File: config.mk
export PLATFORM = sky130hd
export DESIGN_NAME = sevenseg_capture
export DESIGN_NICKNAME = d
export VERILOG_FILES = /design/src/rtl/sevenseg_capture.sv
export SDC_FILE = /design/constraint.sdc
export NUM_CORES = 1
export LEC_CHECK = 0
export ABC_AREA = 1
export CAP_MARGIN = 10
export CELL_PAD_IN_SITES_DETAIL_PLACEMENT = 2
export CELL_PAD_IN_SITES_GLOBAL_PLACEMENT = 2
export CORE_ASPECT_RATIO = 0.75
export CORE_MARGIN = 2
export CORE_UTILIZATION = 36
export DETAILED_ROUTE_END_ITERATION = 10
export PLACE_DENSITY_LB_ADDON = 0.1
export SYNTH_ARGS = -nofsm -noshare
export SYNTH_HDL_FRONTEND = slang
export SYNTH_SLANG_ARGS = --single-unit
File: constraint.sdc
create_clock -name clk -period 4.65 [get_ports clk]
set_input_delay 0.6975 -clock clk [delete_from_list [all_inputs] [get_ports clk]]
set_output_delay 0.6975 -clock clk [all_outputs]
set_load 0.01 [all_outputs]
File: src/rtl/sevenseg_capture.sv
// sevenseg_capture: debounce a scanned 3-digit seven-segment display and convert it to binary
module sevenseg_capture #(
  parameter int STABLE_CYCLES = 16
) (
  input  logic       clk,
  input  logic       reset,
  input  logic [6:0] seg,
  input  logic [2:0] ca,
  output logic [9:0] value,
  output logic       valid,
  output logic       over,
  output logic       err
);
  localparam int CW = $clog2(STABLE_CYCLES + 1);
  typedef enum logic [1:0] {COLLECT, MUL1, MUL2, DONE} state_t;
  state_t state_q, state_d;
  logic [6:0] seg_q;
  logic [2:0] ca_q;
  logic [CW-1:0] cnt_q, cnt_d;
  logic [2:0][3:0] dig_q, dig_d;
  logic [2:0] flg_q, flg_d;
  logic [9:0] acc_q, acc_d, value_q;
  logic over_q, legal, accept, store;
  logic [3:0] dec;
  // cnt_q always describes how long the current sample_q has been held
  assign cnt_d = (seg != seg_q || ca != ca_q) ? '0 : (cnt_q == CW'(STABLE_CYCLES)) ? cnt_q : cnt_q + 1'b1;
  assign accept = state_q == COLLECT && cnt_q == CW'(STABLE_CYCLES - 1) && $onehot(~ca_q);
  assign store = accept && legal;
  assign err = accept && !legal;
  assign valid = state_q == DONE;
  assign value = valid ? acc_q : value_q;
  assign over = valid ? (acc_q > 10'd255) : over_q;
  // segment pattern to BCD digit
  always_comb begin
    dec = 4'd0;
    legal = 1'b1;
    case (seg_q)
      7'h40: dec = 4'd0;
      7'h79: dec = 4'd1;
      7'h24: dec = 4'd2;
      7'h30: dec = 4'd3;
      7'h19: dec = 4'd4;
      7'h12: dec = 4'd5;
      7'h02: dec = 4'd6;
      7'h78: dec = 4'd7;
      7'h00: dec = 4'd8;
      7'h10: dec = 4'd9;
      default: legal = 1'b0;
    endcase
  end
  // digit collection and the two multiply-accumulate steps
  always_comb begin
    state_d = state_q;
    flg_d = flg_q;
    dig_d = dig_q;
    acc_d = acc_q;
    case (state_q)
      COLLECT: begin
        if (store) begin
          flg_d = flg_q | ~ca_q;
          for (int i = 0; i < 3; i++) if (!ca_q[i]) dig_d[i] = dec;
        end else if (err) flg_d = '0;
        if (&flg_d) state_d = MUL1;
      end
      MUL1: begin
        acc_d = {6'd0, dig_q[2]} * 10'd10 + {6'd0, dig_q[1]};
        state_d = MUL2;
      end
      MUL2: begin
        acc_d = acc_q * 10'd10 + {6'd0, dig_q[0]};
        state_d = DONE;
      end
      DONE: begin
        flg_d = '0;
        state_d = COLLECT;
      end
    endcase
  end
  // sample registers and all state
  always_ff @(posedge clk) begin
    if (reset) begin
      seg_q <= 7'h7F;
      ca_q <= 3'b111;
      cnt_q <= '0;
      state_q <= COLLECT;
      flg_q <= '0;
      dig_q <= '0;
      acc_q <= '0;
      value_q <= '0;
      over_q <= 1'b0;
    end else begin
      seg_q <= seg;
      ca_q <= ca;
      cnt_q <= cnt_d;
      state_q <= state_d;
      flg_q <= flg_d;
      dig_q <= dig_d;
      acc_q <= acc_d;
      value_q <= value;
      over_q <= over;
    end
  end
endmodule
==> out/results.ini, run 1 <==
[detailed_routing]
post_drt_wl_per_cell_um=16.7
post_drt_via_cell_ratio=5.15
routed-via-count=3054
final_antenna_net_count=0
detail_route.first_pass.iterations=4
initialDrtViolationCount=94
drc=0
drt-total-wl_mm=9.88

[outcome]
outcome=complete, no violations

[sta]
finalCritPeriodShare_pct=64.1
worst-slew-pin-transition_ps=834
timing.slew.headroom_pct=44.4
period_minus_slack_ps=2980
rsz0062_at_grt=false
final.setup_skew_ps=11.9
final_setup_violation_count=0
max_clock_freq_ghz=0.336
timing_max_transition_violations_final=0
finalHoldViolCount=0
fin_tns_setup_ps=0

[synth]
syn-cell-area_um2=3310
yosysSeqAreaShare_pct=32.0
postSynthNetCount=506
synth_warnings=0
synthesis.area_per_instance_um2=7.18
yosys.cell_types.count=44
postSynthCellCount=461
synth-seq-cells=53

[global_routing]
track_usage_pct=21.9
global_route.overflow_total=0
first_global_vias=3235
grt_max_degree=29
antenna_found_initial=0
first_pass_grt_wire_length_mm=16.8

[clocking]
post_cts_resize_count=0
numClockSinks=53
ctsRootBufferMaster=clkbuf_16
cts_setup_buffers=0
clk-insertion-delay-late_ps=310
cts-buffers-inserted=5
hold_buffers=0
ctsLongestPathBuffers=2
clk_transition_reported_paths_ps=80
htree_num_levels=2
cts_tree=done

[cells_and_area]
final_layout_size_suffix_gt1_share_pct=8.94
final_core_util_pct=42.1
layout-area-overhead-vs-synth_pct=14.6
num-nets-final=525
antenna_cells_inserted=0
fillers=1091

[setup_path]
timing.critical_path.from_type=register
crit_path_max_fanout=5
worst-endpoint-required_ps=3950
crit_path_end_kind=output port
setup.worst_path.class=reg2out
timing.critical_path.depth=11
reg2reg_depth=10
crit_path_max_incr_delay_ps=530
crit_path_frequent_cell=inv_1
path_delay_family=buffers and inverters
crit_chain=ha_1 > nand2_1 > nor2_1 > ha_1 > nand2_1 > inv_1 > nand3_2 > inv_1 > nand3_4 > inv_1 > clkdlybuf4s50_1
critPathBufInv=4
critical_path.slowest_cell=clkdlybuf4s50_1
cp_data_arrival_time_ps=2280

[placement]
globalplace.congestion=0.778
port-buffer-count=24
detailed_placement_hpwl_mm=7.94

[die]
ports=25
floorplan.die.height_um=87.1
initial_core_util_pct=36.8
num_rows=30
die-width_um=115
design.core.area_um2=9010
die_area_um2=9990

[run]
cap_violations=0

[pwr]
power.density_cell_area_nw_per_um2=370
maximum_vdd_drop_mv=0.164
total_leakage_power_nw=1.79

[hold_path]
timing.hold.worst_path_depth=2
worst_hold_path_type=reg2reg

cell usage after synthesis (all sizes together):
library cell | n | area, µm²
nand4 | 6 | 37.5
a22oi | 1 | 7.51
o22ai | 2 | 12.5
and2 | 1 | 6.26
clkinv | 1 | 3.75
a211oi | 1 | 7.51
nand2 | 119 | 474
o221ai | 2 | 17.5
a31oi | 2 | 12.5
a221oi | 1 | 8.76
nor2 | 50 | 215
a21oi | 34 | 178
o21ai | 22 | 110
o2111ai | 1 | 8.76
fa | 5 | 100
o211ai | 5 | 37.5
nand3 | 24 | 148
o21a | 1 | 7.51
dfxtp | 53 | 1060
ha | 28 | 350
nor3 | 5 | 30.0
nor4 | 1 | 6.26
buf | 5 | 30.0
inv | 60 | 225
a21boi | 2 | 18.8
or2 | 9 | 56.3
xor2 | 7 | 68.8
clkbuf | 8 | 30.0
nand3b | 1 | 7.51
xnor2 | 4 | 35.0
placed cells by master (no fill, tap or decap), types with 6 or more instances in the layout:
| cell type | Yosys | final |
|---|---|---|
| inv_1 | 55 | 55 |
| a21oi_1 | 32 | 32 |
| nand2_1 | 112 | 112 |
| dfxtp_1 | 53 | 53 |
| o21ai_0 | 21 | 21 |
| ha_1 | 28 | 28 |
| nand3_1 | 20 | 20 |
| xor2_1 | 6 | 6 |
| nor2_1 | 45 | 45 |
| nand4_1 | 6 | 6 |
| clkdlybuf4s50_1 | 0 | 24 |
| or2_2 | 8 | 8 |
state kept, by name, summed over array words and instances, names as in the netlist:
signal	cells
dig_q	12
cnt_q	5
acc_q	10
ca_q	3
over_q	1
value_q	10
flg_q	3
seg_q	7
state_q	2
cells by family (layout without fill, tap and decap cells):
logic type | Yosys count | after routing | synth area share (%)
adder cells (fa/ha/maj) | 33 | 33 | 13.6
AND/OR/NAND/NOR | 216 | 216 | 29.6
XOR/XNOR | 11 | 11 | 3.14
AO/OA/AOI/OAI | 74 | 74 | 12.9
buffers and inverters | 74 | 94 | 8.73
flip-flops | 53 | 53 | 32.0
final timing paths:
kind / startpoint / end / slack [ps]
max: cnt_q[1]$_SDFFE_PP0P_ / err / 1670
min: dig_q[0]$_SDFFE_PP0P_ / dig_q[0]$_SDFFE_PP0P_ / 470
max reg2reg: acc_q[1]$_SDFFE_PP0P_ / acc_q[9]$_SDFFE_PP0P_ / 2190
min reg2reg: dig_q[0]$_SDFFE_PP0P_ / dig_q[0]$_SDFFE_PP0P_ / 470
layout make-up:
| type | count | area (µm²) | share of cell area [%] |
|---|---|---|---|
| Clock inverter | 2 | 17.5 | 0.461 |
| Sequential cell | 53 | 1060 | 27.9 |
| Inverter | 61 | 229 | 6.03 |
| Clock buffer | 6 | 139 | 3.66 |
| Timing Repair Buffer | 25 | 248 | 6.53 |
| Multi-Input combinational cell | 334 | 1960 | 51.7 |
| Tap cell | 112 | 140 | 3.69 |
power by group:
part / switching (W) / internal (W) / leakage, nW / total (W)
registers: 0.0000445 / 0.000492 / 0.432 / 0.000537
logic: 0.000295 / 0.000173 / 1.28 / 0.000468
clock network: 0.000181 / 0.000218 / 0.0775 / 0.000399
layer usage:
metal	wire length [µm]	GRT usage, %	up-vias
li1	-	-	1524
met1	5430	32.0	1510
met2	4210	33.7	16
met3	180	4.31	4
met4	65	4.27	0
met5	0	0	-
worst min-delay path, cell delays in order (launching register included):
cell and delay (ps):
dfxtp_1 310, nand2_1 60, a21oi_1 50
stage by stage:
step	area, µm²	total power (W)	setup slack [ps]	hold slack (ps)	cells
finish	3800	0.00140	1670	467	593
global route	3800	0.00151	1460	501	593
CTS	3800	0.00142	1630	471	593
detailed placement	3640	0.00102	1950	460	585
global placement	3640	0.000991	2060	454	585
floorplan	3310	0.000867	2570	441	461
Note: power is estimated with default switching activity, not from simulation.
==> run 2: changes to the inputs <==
--- a/config.mk
+++ b/config.mk
@@ -11,7 +11,7 @@
 export CELL_PAD_IN_SITES_GLOBAL_PLACEMENT = 2
 export CORE_ASPECT_RATIO = 0.75
 export CORE_MARGIN = 2
-export CORE_UTILIZATION = 36
+export CORE_UTILIZATION = 34
 export DETAILED_ROUTE_END_ITERATION = 10
 export PLACE_DENSITY_LB_ADDON = 0.1
 export SYNTH_ARGS = -nofsm -noshare
==> constraint.sdc (replaced) <==
create_clock -name clk -period 3.1 [get_ports clk]
set_input_delay 0.465 -clock clk [delete_from_list [all_inputs] [get_ports clk]]
set_output_delay 0.465 -clock clk [all_outputs]
set_load 0.01 [all_outputs]
==> out/results.ini, run 2 (synthesis results as in run 1) <==
[clocking]
cts_tree=done
htree_num_levels=2
ctsRootBufferMaster=clkbuf_16
ctsLongestPathBuffers=2
hold_buffers=0
cts_setup_buffers=0
numClockSinks=53
clk-insertion-delay-late_ps=300
cts-buffers-inserted=5
clk_transition_reported_paths_ps=70
post_cts_resize_count=0

[pwr]
total_leakage_power_nw=1.81
power.density_cell_area_nw_per_um2=567
maximum_vdd_drop_mv=0.242

[hold_path]
worst_hold_path_type=reg2reg

[cells_and_area]
multiInputGateArea_um2=1960
flip_flop_count_of_the_largest_register_all_copies_and_words_added=12
mostFrequentLayoutCells=112 x nand2_1, 55 x inv_1, 53 x dfxtp_1
register_with_the_most_flip_flops=dig_q
seq_area_um2=1060
num-nets-final=529
most_common_library_cell_in_the_layout_ignoring_fill_and_taps=nand2_1
final_design_area_no_fill_um2=3870
final_cell_count_no_fill=617
final_layout_size_suffix_gt1_share_pct=9.48
top_regs=dig_q x12, acc_q x10, value_q x10
fillers=1181
antenna_cells_inserted=0
layout-area-overhead-vs-synth_pct=16.8

[sta]
period_minus_slack_ps=2730
worst-slew-pin-transition_ps=835
max_clock_freq_ghz=0.366
final_setup_violation_count=0
final.setup_skew_ps=6.86
timing_max_transition_violations_final=0
finalCritPeriodShare_pct=88.2
timing.slew.headroom_pct=44.3
finalHoldViolCount=0
fin_tns_setup_ps=0
rsz0062_at_grt=false

[placement]
numPlacedInstances=609
post_dp_cell_area_um2=3690
detailed_placement_hpwl_mm=7.78
globalplace.congestion=0.768
port-buffer-count=24

[die]
design.core.area_um2=9580
die-width_um=118
initial_core_util_pct=34.6
die_area_um2=10600
num_rows=31
ports=25
floorplan.die.height_um=89.5

[detailed_routing]
drc=0
detail_route.first_pass.iterations=4
post_drt_via_cell_ratio=4.89
final_antenna_net_count=0
drt-total-wl_mm=9.84
routed-via-count=3020
post_drt_wl_per_cell_um=16.0
initialDrtViolationCount=63

[setup_path]
timing.critical_path.from_type=register
crit_path_max_incr_delay_ps=540
critical_path.slowest_cell=clkdlybuf4s50_1
critPathBufInv=4
worst-endpoint-required_ps=2630
path_delay_family=buffers and inverters
crit_path_end_kind=output port
crit_chain=ha_1 > nand2_1 > nor2_1 > ha_1 > nand2_1 > inv_1 > nand3_2 > inv_1 > nand3_4 > inv_1 > clkdlybuf4s50_1
crit_path_frequent_cell=inv_1
crit_path_max_fanout=5
setup.worst_path.class=reg2out
cp_data_arrival_time_ps=2270

[global_routing]
track_usage_pct=19.8
antenna_found_initial=0
grt_max_degree=25
first_global_vias=3221
global_route.overflow_total=0
first_pass_grt_wire_length_mm=16.5

[outcome]
outcome=complete, no violations

[run]
cap_violations=0

==> run 2: final cells by class <==
type | count | area share, %
Tap cell | 132 | 4.27
Timing Repair Buffer | 29 | 7.18
Multi-Input combinational cell | 334 | 50.7
Sequential cell | 53 | 27.4
Clock inverter | 1 | 0.776
Clock buffer | 7 | 3.69
Inverter | 61 | 5.92
==> run 2: worst paths after layout <==
kind                    startpoint                    end  slack, ps  depth (start not counted)
max reg2reg  acc_q[1]$_SDFFE_PP0P_  acc_q[9]$_SDFFE_PP0P_        660                         10
min          flg_q[1]$_SDFFE_PP0P_  flg_q[1]$_SDFFE_PP0P_        460                          2
min reg2reg  flg_q[1]$_SDFFE_PP0P_  flg_q[1]$_SDFFE_PP0P_        460                          2
max          cnt_q[0]$_SDFFE_PP0P_                    err        370                         11
==> run 2: power by group <==
group	switching (W)	internal (W)
Clock	0.000268	0.000405
Combinational	0.000446	0.000265
Sequential	0.0000714	0.000739
==> run 2: worst register-to-register path, stage by stage, from the launching register on <==
cell     delay [ps]
dfxtp_1         470
ha_1            280
ha_1            240
fa_1            430
nand3_1         110
nand2_1          70
xor2_1          290
nand2_1         120
a21oi_2         140
nand2_1         100
a21oi_2         120
==> run 2: metrics by stage <==
stage | power [W] | setup slack (ps) | util [%] | hold WS (ps)
after detailed placement | 0.00153 | 653 | 38.6 | 457
after global routing | 0.00234 | 104 | 40.4 | 500
after CTS | 0.00222 | 333 | 40.4 | 469
final | 0.00219 | 366 | 40.4 | 462
after floorplan | 0.00130 | 1020 | - | 441
after global placement | 0.00151 | 742 | 38.6 | 450
==> run 2: per-layer routing <==
metal	up-vias	wire, µm	track usage (%)
li1	1534	-	-
met4	0	80	4.49
met3	6	206	3.25
met2	21	4140	31.3
met5	-	0	0
met1	1459	5410	28.5
